File: config.mk
export PLATFORM = sky130hd
export DESIGN_NAME = ras_stack
export DESIGN_NICKNAME = d
export VERILOG_FILES = /design/src/rtl/ras_stack.sv
export SDC_FILE = /design/constraint.sdc
export NUM_CORES = 1
export LEC_CHECK = 0
export BUFFER_PORTS_ARGS = -buffer_cell sky130_fd_sc_hd__buf_2
export CAP_MARGIN = 20
export CORE_MARGIN = 2
export CORE_UTILIZATION = 30
export CTS_CLUSTER_DIAMETER = 80
export CTS_CLUSTER_SIZE = 12
export DETAILED_ROUTE_END_ITERATION = 7
export PLACE_DENSITY = 0.53
export SLEW_MARGIN = 40
export SYNTH_ARGS = -nofsm -noshare
export SYNTH_HDL_FRONTEND = slang
export SYNTH_SLANG_ARGS = --single-unit
File: constraint.sdc
create_clock -name clk -period 7.4 [get_ports clk]
set_input_delay 0.37 -clock clk [delete_from_list [all_inputs] [get_ports clk]]
set_output_delay 0.37 -clock clk [all_outputs]
set_load 0.03 [all_outputs]
File: src/rtl/ras_stack.sv
// Circular return-address stack with combinational top-of-stack and flow-through on empty.
// Optional single-level checkpoint/restore built when RAS_CHECKPOINT_EN is defined.
module ras_stack #(
  parameter int DEPTH = 16,
  parameter int WIDTH = 32,
  parameter int ADDR  = 4
) (
  input  logic              clk,
  input  logic              rst_n,
  input  logic              push,
  input  logic              pop,
  input  logic [WIDTH-1:0]  din,
  output logic [WIDTH-1:0]  dout,
  output logic              empty,
  output logic              full,
  output logic [ADDR:0]     count,
  output logic              overflow,
  output logic              underflow,
  input  logic              ckpt_save,
  input  logic              ckpt_restore
);

  localparam logic [ADDR:0] DEPTH_C = (ADDR+1)'(DEPTH);

  logic [WIDTH-1:0] ram [DEPTH];

  logic [ADDR-1:0]  tos_q, tos_d;
  logic [ADDR:0]    count_q, count_d;
  logic             overflow_q, overflow_d;
  logic             underflow_q, underflow_d;

  logic             we;
  logic [ADDR-1:0]  waddr;
  logic [WIDTH-1:0] wdata;
  logic             restore;

`ifdef RAS_CHECKPOINT_EN
  logic [ADDR-1:0]  snap_tos_q;
  logic [ADDR:0]    snap_cnt_q;
  logic [WIDTH-1:0] snap_data_q;

  assign restore = ckpt_restore;

  // Restore wins over save, so a snapshot is only taken when not restoring.
  always_ff @(posedge clk or negedge rst_n) begin
    if (!rst_n) begin
      snap_tos_q  <= '0;
      snap_cnt_q  <= '0;
      snap_data_q <= '0;
    end else if (ckpt_save && !ckpt_restore) begin
      snap_tos_q  <= tos_q;
      snap_cnt_q  <= count_q;
      snap_data_q <= ram[tos_q];
    end
  end
`else
  logic unused_ckpt;
  assign unused_ckpt = ckpt_save ^ ckpt_restore;
  assign restore     = 1'b0;
`endif

  assign empty     = (count_q == '0);
  assign full      = (count_q == DEPTH_C);
  assign count     = count_q;
  assign overflow  = overflow_q;
  assign underflow = underflow_q;
  assign dout      = empty ? din : ram[tos_q];

  always_comb begin
    tos_d       = tos_q;
    count_d     = count_q;
    overflow_d  = 1'b0;
    underflow_d = 1'b0;
    we          = 1'b0;
    waddr       = tos_q;
    wdata       = din;
    if (restore) begin
`ifdef RAS_CHECKPOINT_EN
      tos_d   = snap_tos_q;
      count_d = snap_cnt_q;
      we      = 1'b1;
      waddr   = snap_tos_q;
      wdata   = snap_data_q;
`endif
    end else if (push && !pop) begin
      tos_d = tos_q + 1'b1;
      we    = 1'b1;
      waddr = tos_q + 1'b1;
      if (full) overflow_d = 1'b1;
      else      count_d    = count_q + 1'b1;
    end else if (pop && !push) begin
      if (empty) begin
        underflow_d = 1'b1;
      end else begin
        tos_d   = tos_q - 1'b1;
        count_d = count_q - 1'b1;
      end
    end else if (push && pop) begin
      // Replace top; on empty the value only flows through to dout.
      we = !empty;
    end
  end

  always_ff @(posedge clk or negedge rst_n) begin
    if (!rst_n) begin
      tos_q       <= '0;
      count_q     <= '0;
      overflow_q  <= 1'b0;
      underflow_q <= 1'b0;
    end else begin
      tos_q       <= tos_d;
      count_q     <= count_d;
      overflow_q  <= overflow_d;
      underflow_q <= underflow_d;
    end
  end

  always_ff @(posedge clk) begin
    if (we) ram[waddr] <= wdata;
  end

endmodule

# Word level (Yosys, flattened, before mapping)
# Memories as Yosys holds them, arrays and structs flattened.
# Cells that the tools add are included.
[word_totals] reg_bits=11 ram_bits=512 in_bits=38 out_inout_bits=41 n_memories=1
[classes] addsub=4 n_eq_ne=3 muxes=19 n_reduce_logical=10
[memory_table] memory="ram" words=16 word_bits=32 rd=1 rd_clocked_by_memory_dff=0 wr=1 line_no="25" text="logic [WIDTH-1:0] ram [DEPTH];"
[op_table] cell="$mux 32" count=1
[op_table] cell="$mux 5" count=4
[op_table] cell="$mux 4" count=4
[op_table] cell="$mux 1" count=10
[op_table] cell="$add 5x1->5 const B" count=1
[op_table] cell="$eq 5x5->1 const B" count=1
[op_table] cell="$logic_not 5->1" count=1
[op_table] cell="$sub 5x1->5 const B" count=1
[op_table] cell="$add 4x1->4 const B" count=1
[op_table] cell="$sub 4x1->4 const B" count=1
[op_table] cell="$logic_and 1x1->1" count=3
[op_table] cell="$logic_not 1->1" count=3
[op_table] cell="$reduce_and 3->1" count=1
[op_table] cell="$ne 2x1->1 const B" count=1
[op_table] cell="$ne 2x2->1 const B" count=1
[op_table] cell="$reduce_and 2->1" count=1
[op_table] cell="$reduce_bool 2->1" count=1

# Logic depth before layout (Yosys ltp)
[depth] word_depth=7 ltp_mapped=11

# Least setup slack after synthesis
# No wires, ideal clock.
[synth_timing] path_type="reg-to-reg" start="register tos_q[1]" end="memory ram[6][0] (enable)" setup_ns=0.425 arrival_ns=3.471 t_required_ns=6.975 slack_ns=3.505 stages_incl_launch_ff=10 path_buffers=4 path_cell_list="dfrtp_1 > buf_4 > buf_6 > buf_2 > clkbuf_1 > inv_1 > ha_1 > mux2i_1 > or3b_1 > nor2b_1"
[synth_via] elab_chain_len=2
[synth_lines] element="start, declared" line_no="27" text="logic [ADDR-1:0] tos_q, tos_d;"
[synth_lines] element="start signal, assigned" line_no="111" text="tos_q <= tos_d;"
[synth_lines] element="$add 4x1->4" line_no="88" text="waddr = tos_q + 1'b1;"
[synth_lines] element="$mux 4 (*)" line_no="85" text="end else if (push && !pop) begin"
[synth_lines] element="end, declared" line_no="25"
# Mark *: on every way between the ends. The rest lies on a longest branch, timed or not.

# Worst setup path after layout
[layout_timing] start="register tos_q[1]" end="output port dout[15]"
[layout_via] elab_chain_len=2
[layout_lines] element="$mem_v2 16x32"
[layout_lines] element="$mux 32" line_no="67" text="assign dout = empty ? din : ram[tos_q];"
[layout_lines] element="end, declared" line_no="13" text="output logic [WIDTH-1:0] dout,"
# No other way between the ends.

==> flow_metrics.env <==
export IMPL_outcome="complete, no violations"
export IMPL_yosysTopAreaCell="sky130_fd_sc_hd__edfxtp_1"
export IMPL_compound_gate_portion_of_the_synthesized_area=0.0520
export IMPL_global_route_overflow_total=0
export IMPL_timing_setup_tns_ps=0
export IMPL_area_share_of_the_leading_cell_type_in_the_synthesized_netlist=0.726
export IMPL_seqPwrFrac=0.400
export IMPL_synth_top_family_by_area="multiplexers"
export IMPL_post_cts_hold_buffer_count=1
export IMPL_grt_pass1_vias=11100
export IMPL_post_route_min_period_ps=4220
export IMPL_timing_critical_path_required_ps=7030
export IMPL_global_route_wire_length_before_repair_um=72400
export IMPL_start_util=0.303
export IMPL_post_cts_repair_setup_buffers=0
export IMPL_die_area_um2=72800
export IMPL_drive_gt1_frac=0.258
export IMPL_postRouteAntennaNets=0
export IMPL_p_sw_frac=0.354
export IMPL_worst_slew_pin_transition_ps=861
export IMPL_synth_area_in_adders=0.00531
export IMPL_timing_hold_violations_final=0
export IMPL_max_freq_ghz=0.237
export IMPL_yosys_area_share_xor_xnor=0.00413
export IMPL_final_nets=1284
export IMPL_critPathMaxStageDelay_ps=890
export IMPL_route_detailed_vias_per_inst=4.88
export IMPL_detail_route_wl_per_cell_um=22.2
export IMPL_syn_to_final_growth_pct=13.6
export IMPL_yosys_warnings=0
export IMPL_p_sw_w=0.00328
export IMPL_portBuffers=76
export IMPL_track_usage=0.132
export IMPL_synthesis_area_um2=21200
export IMPL_maxCapViolCount=0
export IMPL_fp_dieH_um=270
export IMPL_timing_setup_critical_path_class="flop to output pin"
export IMPL_timing_critical_path_cells="buf_4 -> o21ai_0 -> o22ai_1 -> nor3_1 -> a311oi_1 -> buf_2"
export IMPL_mostFrequentLayoutCell="sky130_fd_sc_hd__edfxtp_1"
export IMPL_ctsLongestPathBuffers=3
export IMPL_clkSlewWorstSetupHoldPaths_ps=60
export IMPL_period_share=0.570
export IMPL_h_tree_depth=2
export IMPL_grt_antenna_before_repair=3
export IMPL_synth_enable_flop_cells=512
export IMPL_fin_worst_skew_ps=36.5
export IMPL_dp_final_hpwl_um=24300
export IMPL_ir_drop_uv=207
export IMPL_clkPwrFrac=0.247
export IMPL_synth_simple_gate_area_frac=0.0273
export IMPL_die_width_um=270
export IMPL_avgSynthCellArea_um2=18.5
export IMPL_detail_route_drc_violations=0
export IMPL_tritoncts="done"
export IMPL_numCtsBuffers=51
export IMPL_hold_path_class="input pin to flop"
export IMPL_clk_insertion_delay_late_ps=610
export IMPL_crit_path_start_kind="flop"
export IMPL_vias=10600
export IMPL_layout_cells_most_common_list="sky130_fd_sc_hd__edfxtp_1 (512), sky130_fd_sc_hd__mux2i_1 (99), sky130_fd_sc_hd__buf_2 (77)"
export IMPL_p_per_area_nw_per_um2=385
export IMPL_rel_slew_slack=0.422
export IMPL_share_of_synthesized_area_spent_on_multiplexers=0.149
export IMPL_row_count=97
export IMPL_timing_critical_path_slowest_stage_cell="sky130_fd_sc_hd__dfrtp_4"
export IMPL_finalPower_w=0.00926
export IMPL_p_comb_frac=0.353
export IMPL_ys_top_cells_by_area="sky130_fd_sc_hd__edfxtp_1 (73%), sky130_fd_sc_hd__mux4_2 (6.8%), sky130_fd_sc_hd__mux2i_1 (4.7%)"
export IMPL_dp_worst_setup_slack_ps=3320
export IMPL_rsz0062_at_grt="no"
export IMPL_grt_max_degree=101
export IMPL_synthCells=1147
export IMPL_core_area_um2=70000
export IMPL_syn_nets=1194
export IMPL_path_max_fanout=59
export IMPL_worstHoldPathCells=1
export IMPL_cts_sinks=523
export IMPL_drt_initial_drc_count=894
export IMPL_yosys_register_bits=523
export IMPL_static_leakage_power_nw=7.78
export IMPL_boundaryPins=79
export IMPL_n_antenna_cell=0
export IMPL_wirelength_um=48500
export IMPL_reg2reg_depth=7
export IMPL_post_cts_resized=0
export IMPL_timing_critical_path_to_type="output pin"
export IMPL_finalSetupViolations=0
export IMPL_yosys_cell_types_count=43
export IMPL_postSynth_asyncResetShare=0.0210
export IMPL_gp_congestion=0.734
export IMPL_synth_yosys_seq_area_share=0.739
export IMPL_power_internal_w=0.00598
export IMPL_clock_root_buffer="sky130_fd_sc_hd__clkbuf_16"
export IMPL_drtPass1Iterations=6
export IMPL_synth_main_ff_cell="sky130_fd_sc_hd__edfxtp_1"
export IMPL_final_max_slew_violation_count=0
export IMPL_post_route_worst_setup_slack_ps=3180
export IMPL_timing_critical_path_arrival_ps=3850
[layout make-up]
| cell class | instances | area (µm²) |
|---|---|---|
| tap | 940 | 1180 |
| inverter | 11 | 46.3 |
| clock inverter | 8 | 93.8 |
| sequential | 523 | 15700 |
| fill | 6605 | 46000 |
| clock buffer | 51 | 1280 |
| multi-input combinational | 545 | 5180 |
| timing repair buffer | 105 | 643 |
[cells in the mapped netlist, types with 2 or more instances]
cell	n
sky130_fd_sc_hd__a21oi_1	39
sky130_fd_sc_hd__a311oi_1	32
sky130_fd_sc_hd__a31oi_1	2
sky130_fd_sc_hd__and3_1	2
sky130_fd_sc_hd__buf_2	17
sky130_fd_sc_hd__buf_4	10
sky130_fd_sc_hd__buf_6	12
sky130_fd_sc_hd__buf_8	4
sky130_fd_sc_hd__clkbuf_1	24
sky130_fd_sc_hd__dfrtp_1	11
sky130_fd_sc_hd__edfxtp_1	512
sky130_fd_sc_hd__ha_1	9
sky130_fd_sc_hd__inv_1	10
sky130_fd_sc_hd__mux2_2	65
sky130_fd_sc_hd__mux2i_1	99
sky130_fd_sc_hd__mux4_2	64
sky130_fd_sc_hd__nand2_1	7
sky130_fd_sc_hd__nand3_1	2
sky130_fd_sc_hd__nand3b_1	2
sky130_fd_sc_hd__nor2_1	52
sky130_fd_sc_hd__nor2b_1	6
sky130_fd_sc_hd__nor3_1	37
sky130_fd_sc_hd__o21ai_0	68
sky130_fd_sc_hd__o22ai_1	34
sky130_fd_sc_hd__xnor2_1	8
sky130_fd_sc_hd__xor2_1	2
[cell families (layout without fill, tap and decap cells)]
group,Yosys count,after routing
AO/OA/AOI/OAI,181,181
XOR/XNOR,10,10
adder cells (fa/ha/maj),9,9
buffers and inverters,79,175
flip-flops,523,523
multiplexers,228,228
AND/OR/NAND/NOR,117,117
[worst paths after layout]
| check | from | to | slack (ps) |
|---|---|---|---|
| hold / removal | din[7] | ram[4][7] | 130 |
| max in group asynchronous | rst_n | tos_q[0] | 6950 |
| setup / recovery | tos_q[1] | dout[15] | 3180 |
| min in group asynchronous | rst_n | count[1] | 190 |
| setup reg to reg | tos_q[1] | ram[14][0] | 3430 |
| hold reg to reg | count[4] | count[4] | 550 |
[per-layer routing]
layer	up-vias	track usage	routed length (µm)
met5	-	0	23
met4	4	0.0338	883
met3	71	0.0257	2300
met2	213	0.220	23400
met1	5559	0.177	21900
li1	4799	-	-
[power by group through the flow]
stage | Clock [W] | Combinational, W | Sequential (W)
6_report | 0.00229 | 0.00327 | 0.00370
5_1_grt | 0.00246 | 0.00354 | 0.00373
4_1_cts | 0.00236 | 0.00335 | 0.00370
3_5_place_dp | 0 | 0.00334 | 0.00377
3_3_place_gp | 0 | 0.00323 | 0.00382
2_1_floorplan | 0 | 0.00242 | 0.00371
[worst max-delay path: cells and delay by family, from the launching register on]
family,cells,cell delay (ps)
buffers and inverters,2,1040
AOI/OAI and AO/OA,3,1180
and+or+nand+nor,1,70
DFF,1,890
[registers in the layout (all words and copies together) (netlist names)]
signal     cells
underflow      1
ram          512
count          5
overflow       1
tos_q          4
[through the flow]
| stage | util | instances | area [µm²] | hold WS, ps |
|---|---|---|---|---|
| floorplan | - | 1147 | 21200 | 74.4 |
| global placement | 0.323 | 2120 | 22600 | 258 |
| detailed placement | 0.324 | 2123 | 22700 | 269 |
| CTS | 0.344 | 2183 | 24100 | 103 |
| global route | 0.344 | 2183 | 24100 | 125 |
| finish | 0.344 | 2183 | 24100 | 134 |
(Power assumes the default switching activity.)
